### config.mk
export PLATFORM = sky130hd
export DESIGN_NAME = bf16_intcast_pipe
export DESIGN_NICKNAME = d
export VERILOG_FILES = /design/src/rtl/bf16_intcast_pipe.sv
export SDC_FILE = /design/constraint.sdc
export NUM_CORES = 1
export LEC_CHECK = 0
export CAP_MARGIN = 0
export CORE_UTILIZATION = 23
export CTS_BUF_LIST = sky130_fd_sc_hd__clkbuf_4 sky130_fd_sc_hd__clkbuf_8
export CTS_CLUSTER_SIZE = 40
export DETAILED_ROUTE_END_ITERATION = 8
export PLACE_DENSITY_LB_ADDON = 0.12
export SLEW_MARGIN = 20
export SYNTH_ARGS = -nofsm -noshare
export SYNTH_HDL_FRONTEND = slang
export SYNTH_SLANG_ARGS = --single-unit
### constraint.sdc
create_clock -name clk -period 5.49 [get_ports clk]
set_input_delay 1.098 -clock clk [delete_from_list [all_inputs] [get_ports clk]]
set_output_delay 1.098 -clock clk [all_outputs]
set_load 0.01 [all_outputs]
### src/rtl/bf16_intcast_pipe.sv
// bf16_intcast_pipe: 2-stage BF16 -> integer converter, LANES wide, valid/ready.
// Optional sticky nv/nx flags: define BF16_INTCAST_STICKY_FLAGS_EN.
module bf16_intcast_pipe #(
  parameter int INT_WIDTH = 16,
  parameter int LANES     = 1,
  parameter int TAG_WIDTH = 4
) (
  input  logic                       clk,
  input  logic                       rst_n,
`ifdef BF16_INTCAST_STICKY_FLAGS_EN
  input  logic                       flags_clr,
  output logic                       sticky_nv,
  output logic                       sticky_nx,
`endif
  input  logic                       in_valid,
  output logic                       in_ready,
  input  logic [16*LANES-1:0]        in_data,
  input  logic [2:0]                 in_rnd,
  input  logic                       in_signed,
  input  logic [TAG_WIDTH-1:0]       in_tag,
  output logic                       out_valid,
  input  logic                       out_ready,
  output logic [INT_WIDTH*LANES-1:0] out_data,
  output logic [LANES-1:0]           out_nv,
  output logic [LANES-1:0]           out_nx,
  output logic [TAG_WIDTH-1:0]       out_tag
);

  typedef struct packed {
    logic        sgn;
    logic        nan;
    logic        inf;
    logic        big;
    logic [32:0] ip;
    logic        g;
    logic        st;
  } lane_t;

  localparam logic [33:0] SMAX =
    (34'd1 << (INT_WIDTH - 1)) - 34'd1;
  localparam logic [33:0] SMIN =
    34'd1 << (INT_WIDTH - 1);
  localparam logic [33:0] UMAX =
    (34'd1 << INT_WIDTH) - 34'd1;

  logic                       s1_valid;
  logic                       s2_valid;
  logic                       s1_adv;
  logic                       s2_adv;
  lane_t [LANES-1:0]          s1_lane;
  lane_t [LANES-1:0]          s1_next;
  logic [2:0]                 s1_rnd;
  logic                       s1_signed;
  logic [TAG_WIDTH-1:0]       s1_tag;
  logic [INT_WIDTH*LANES-1:0] s2_data;
  logic [LANES-1:0]           s2_nv;
  logic [LANES-1:0]           s2_nx;

  assign s2_adv    = !s2_valid || out_ready;
  assign s1_adv    = !s1_valid || s2_adv;
  assign in_ready  = s1_adv;
  assign out_valid = s2_valid;

  // S1: split into integer part, guard and sticky.
  // Exponents of 33 or more exceed any legal INT_WIDTH.
  always_comb begin
    logic [15:0]       x;
    logic [7:0]        e;
    logic [7:0]        sig;
    logic signed [9:0] ex;
    logic [15:0]       ext;
    lane_t             d;
    s1_next = '0;
    x   = '0;
    e   = '0;
    sig = '0;
    ex  = '0;
    ext = '0;
    d   = '0;
    for (int i = 0; i < LANES; i++) begin
      x     = in_data[16*i +: 16];
      e     = x[14:7];
      sig   = {|e, x[6:0]};
      ex    = (e == 8'd0) ? -10'sd126 :
              $signed({2'b00, e}) - 10'sd127;
      ext   = '0;
      d     = '0;
      d.sgn = x[15];
      if (e == 8'hFF) begin
        d.nan = |x[6:0];
        d.inf = ~|x[6:0];
      end else if (ex >= 10'sd33) begin
        d.big = 1'b1;
      end else if (ex >= 10'sd7) begin
        d.ip = 33'(sig) << 5'(ex - 10'sd7);
      end else if (ex >= -10'sd1) begin
        ext  = {sig, 8'h00} >> 4'(10'sd7 - ex);
        d.ip = 33'(ext[15:8]);
        d.g  = ext[7];
        d.st = |ext[6:0];
      end else begin
        d.st = |sig;
      end
      s1_next[i] = d;
    end
  end

  // S2: round, then clamp to the target range.
  always_comb begin
    lane_t                l;
    logic                 inx;
    logic                 up;
    logic [33:0]          mag;
    logic [33:0]          neg;
    logic [33:0]          pmax;
    logic [INT_WIDTH-1:0] res;
    logic                 nv;
    logic                 nx;
    s2_data = '0;
    s2_nv   = '0;
    s2_nx   = '0;
    l    = '0;
    inx  = 1'b0;
    up   = 1'b0;
    mag  = '0;
    neg  = '0;
    res  = '0;
    nv   = 1'b0;
    nx   = 1'b0;
    pmax = s1_signed ? SMAX : UMAX;
    for (int i = 0; i < LANES; i++) begin
      l   = s1_lane[i];
      inx = l.g | l.st;
      unique case (s1_rnd)
        3'b001:  up = 1'b0;
        3'b010:  up = l.sgn & inx;
        3'b011:  up = !l.sgn & inx;
        3'b100:  up = l.g;
        default: up = l.g & (l.st | l.ip[0]);
      endcase
      mag = 34'(l.ip) + 34'(up);
      neg = ~mag + 34'd1;
      res = '0;
      nv  = 1'b0;
      nx  = 1'b0;
      if (l.nan) begin
        res = pmax[INT_WIDTH-1:0];
        nv  = 1'b1;
      end else if (l.inf) begin
        nv  = 1'b1;
        if (!l.sgn)
          res = pmax[INT_WIDTH-1:0];
        else if (s1_signed)
          res = SMIN[INT_WIDTH-1:0];
      end else if (!l.sgn) begin
        if (l.big || mag > pmax) begin
          res = pmax[INT_WIDTH-1:0];
          nv  = 1'b1;
        end else begin
          res = mag[INT_WIDTH-1:0];
          nx  = inx;
        end
      end else if (s1_signed) begin
        if (l.big || mag > SMIN) begin
          res = SMIN[INT_WIDTH-1:0];
          nv  = 1'b1;
        end else begin
          res = neg[INT_WIDTH-1:0];
          nx  = inx;
        end
      end else begin
        if (l.big || mag != 34'd0)
          nv = 1'b1;
        else
          nx = inx;
      end
      s2_data[INT_WIDTH*i +: INT_WIDTH] = res;
      s2_nv[i] = nv;
      s2_nx[i] = nx;
    end
  end

  always_ff @(posedge clk or negedge rst_n) begin
    if (!rst_n) begin
      s1_valid  <= 1'b0;
      s1_lane   <= '0;
      s1_rnd    <= '0;
      s1_signed <= 1'b0;
      s1_tag    <= '0;
    end else if (s1_adv) begin
      s1_valid <= in_valid;
      if (in_valid) begin
        s1_lane   <= s1_next;
        s1_rnd    <= in_rnd;
        s1_signed <= in_signed;
        s1_tag    <= in_tag;
      end
    end
  end

  always_ff @(posedge clk or negedge rst_n) begin
    if (!rst_n) begin
      s2_valid <= 1'b0;
      out_data <= '0;
      out_nv   <= '0;
      out_nx   <= '0;
      out_tag  <= '0;
    end else if (s2_adv) begin
      s2_valid <= s1_valid;
      if (s1_valid) begin
        out_data <= s2_data;
        out_nv   <= s2_nv;
        out_nx   <= s2_nx;
        out_tag  <= s1_tag;
      end
    end
  end

`ifdef BF16_INTCAST_STICKY_FLAGS_EN
  always_ff @(posedge clk or negedge rst_n) begin
    if (!rst_n) begin
      sticky_nv <= 1'b0;
      sticky_nx <= 1'b0;
    end else if (flags_clr) begin
      sticky_nv <= 1'b0;
      sticky_nx <= 1'b0;
    end else if (out_valid && out_ready) begin
      sticky_nv <= sticky_nv | (|out_nv);
      sticky_nx <= sticky_nx | (|out_nx);
    end
  end
`endif

endmodule

==> metrics.txt <==
wire per inst about 17 µm; Tot Pwr 1.68 mW; Lkg Pwr 2.61 nW; Final setup viols 0; number of synthesized flops with an enable pin 0; IO Port Bufs 51; worst-path maximum fanout 13; Vias per Instance 5.13; status complete, no violations; remaining antenna violation count 0; P_sw 0.604 mW; Hold Fails Final Rpt 0; clock sink count 71; fmax 202 MHz; Slew Limit Fails 0; Max-Cap Viols 0; post-place setup slack 0.490 ns; Cell Rows 57; unique cell type count in the Yosys netlist 71; CP Data Arrival Time 5.21 ns; CP Class register to register; Synth area leaders dfrtp_1 31%, nand2_1 5.4%, o21ai_0 4.8%; setup slack, reg-to-reg around 0.53 ns; global-route wire length before repair 29.0 mm; Initial Util 0.234; Max transition margin 0.256; Max H-tree Level 3; switching share of power 0.360; Syn Area/Cell 8.22 µm²; worst IR drop on VDD 137 µV; sequential share of power 0.378; Hold Buf Count CTS 0; sequential fraction of the synthesis area 0.313; area of the mapped netlist 5680 µm²; Cell Int Power 1.08 mW; DPL Wire Length around 14 mm; Root Buffer Master clkbuf_8; CTS resizes 0; DIE HEIGHT about 160 µm; Logic pwr share 0.364; Hold Crit Class register to register; Ports 52; commonest non-fill, non-tap cell in the layout nand2_1; largest net degree at the start of global routing 72; number of post-CTS setup repair buffers 0; Post-Route Setup TNS 0 ns; Cells after Synth 691; clock buffer depth 2; Clk pwr share 0.257; synth warn 0; DRC Markers 0; initial antenna violation count 0; post-synthesis net count 730; Routed WL 18.2 mm; RSZ-0062 raised after global routing no; vias 5372; drt first pass iters 5; final clock skew roughly 0.0086 ns; global route overflow 0; routability cong. ~0.85; TritonCTS Buffers 9; die area about 25000 µm²; WP data required approximately 5.7 ns; worst skew pair latency 0.37 ns; CTS tree built; cell taking the most area after synthesis dfrtp_1; DR iter-0 viols 363; #FFs+latches synth 71; Main synth FF type dfrtp_1; commonest cells after routing, fill and taps aside 81 x nand2_1, 71 x dfrtp_1, 54 x o21ai_0; core area between 20000 and 25000 µm²; kind of end point of the critical path register; nets 758; Final Cycle Share 0.903; setup ws final roughly 0.53 ns; worst-margin pin slew between 1 and 1.5 ns; Yosys top cell area share 0.313; Die X 159 µm; Async SR Flop Fraction 1.00; number of global-route vias before repair roughly 5300; gr usage total 0.143; total inserted antenna cells 0; share of cells above drive strength 1 0.0787; Tmin final 4.96 ns; Clock transition at path regs 0.08 ns; Syn-to-layout area delta 17.6%; Worst setup SP type register; PD cells 252 nW/µm²
[state kept, by name, indices dropped and copies added, names as in the netlist]
register and count:
out_nv 1, out_data 16, s1_tag 4, out_tag 4
s1_rnd 3, s1_lane 39, out_nx 1, s1_signed 1
out_valid 1, s1_valid 1
[cells by family after synthesis]
family	share of synthesized area
AO/OA/AOI/OAI	0.237
XOR/XNOR	0.0647
adder cells (fa/ha/maj)	0.0260
buffers and inverters	0.0498
flip-flops	0.313
multiplexers	0.0586
AND/OR/NAND/NOR	0.252
[cell type report]
cell class / instances / area [µm²]
well taps: 324 / 405
multi-input cells: 556 / 3620
clock buffers: 10 / 131
fillers: 2631 / 17600
inverters: 15 / 56.3
flip-flops and latches: 71 / 1780
repair buffers: 66 / 621
clock inverters: 6 / 70.1
[metrics by stage]
step | cells | cell area [µm²] | hold slack [ns] | utilization
floorplan | 691 | 5680 | 0.433 | -
global route | 1048 | 6680 | 0.482 | 0.276
CTS | 1048 | 6680 | 0.476 | 0.276
finish | 1048 | 6680 | 0.474 | 0.276
detailed placement | 1032 | 6480 | 0.444 | 0.267
global placement | 1032 | 6480 | 0.442 | 0.267
[layer usage]
metal	vias up	GRT usage	share of wire	routed length (µm)
met2	134	0.233	0.46	8430
met1	2585	0.193	0.49	8880
met5	-	0	0	0
met4	0	0.0455	0.016	291
li1	2633	-	-	-
met3	20	0.0229	0.036	654
[Yosys cell counts (10+ instances only)]
cell,count
nor2_1,40
o21ai_0,54
a21oi_1,41
nor3_1,17
mux2i_1,22
xor2_1,16
dfrtp_1,71
nand4_1,13
a22o_1,20
mux2_2,10
inv_1,13
o221a_1,12
xnor2_1,26
and3_1,20
nor4_1,12
o31ai_1,14
nand2_1,81
clkbuf_1,35
ha_1,11
a31oi_1,12
nand3_1,34
[power by group through the flow]
stage               registers [mW]  clock network [mW]  logic, mW
finish                       0.636               0.433      0.612
global route                 0.647               0.471      0.668
CTS                          0.637               0.451      0.616
detailed placement           0.647                   0      0.614
global placement             0.644                   0      0.610
floorplan                    0.649                   0      0.364
[critical path, cell delays in order, from the launching register on]
cell	delay, ns
dfrtp_1	0.41
xnor2_1	0.14
nor3b_1	0.19
a21oi_1	0.06
nor2_1	0.09
ha_1	0.22
nand4_4	0.18
nor4_4	0.33
nand3_1	0.12
xnor2_1	0.14
buf_4	0.16
ha_1	0.27
nand4b_1	0.07
or4b_2	0.61
or4_1	0.41
o32a_1	0.39
or3_4	0.38
nor2_4	0.29
a21oi_1	0.12
o221a_1	0.25
[worst paths after layout]
path                                            end  cells after the start             startpoint
setup / recovery           out_data[14]$_DFFE_PN0P_                     19  s1_rnd[0]$_DFFE_PN0P_
hold reg to reg              out_tag[0]$_DFFE_PN0P_                      2  s1_tag[0]$_DFFE_PN0P_
hold / removal               out_tag[0]$_DFFE_PN0P_                      2  s1_tag[0]$_DFFE_PN0P_
max in group asynchronous   s1_lane[25]$_DFFE_PN0P_                      1                  rst_n
setup reg to reg           out_data[14]$_DFFE_PN0P_                     19  s1_rnd[0]$_DFFE_PN0P_
min in group asynchronous   out_data[9]$_DFFE_PN0P_                      1                  rst_n
No activity file was read; power rests on OpenSTA's default activity.
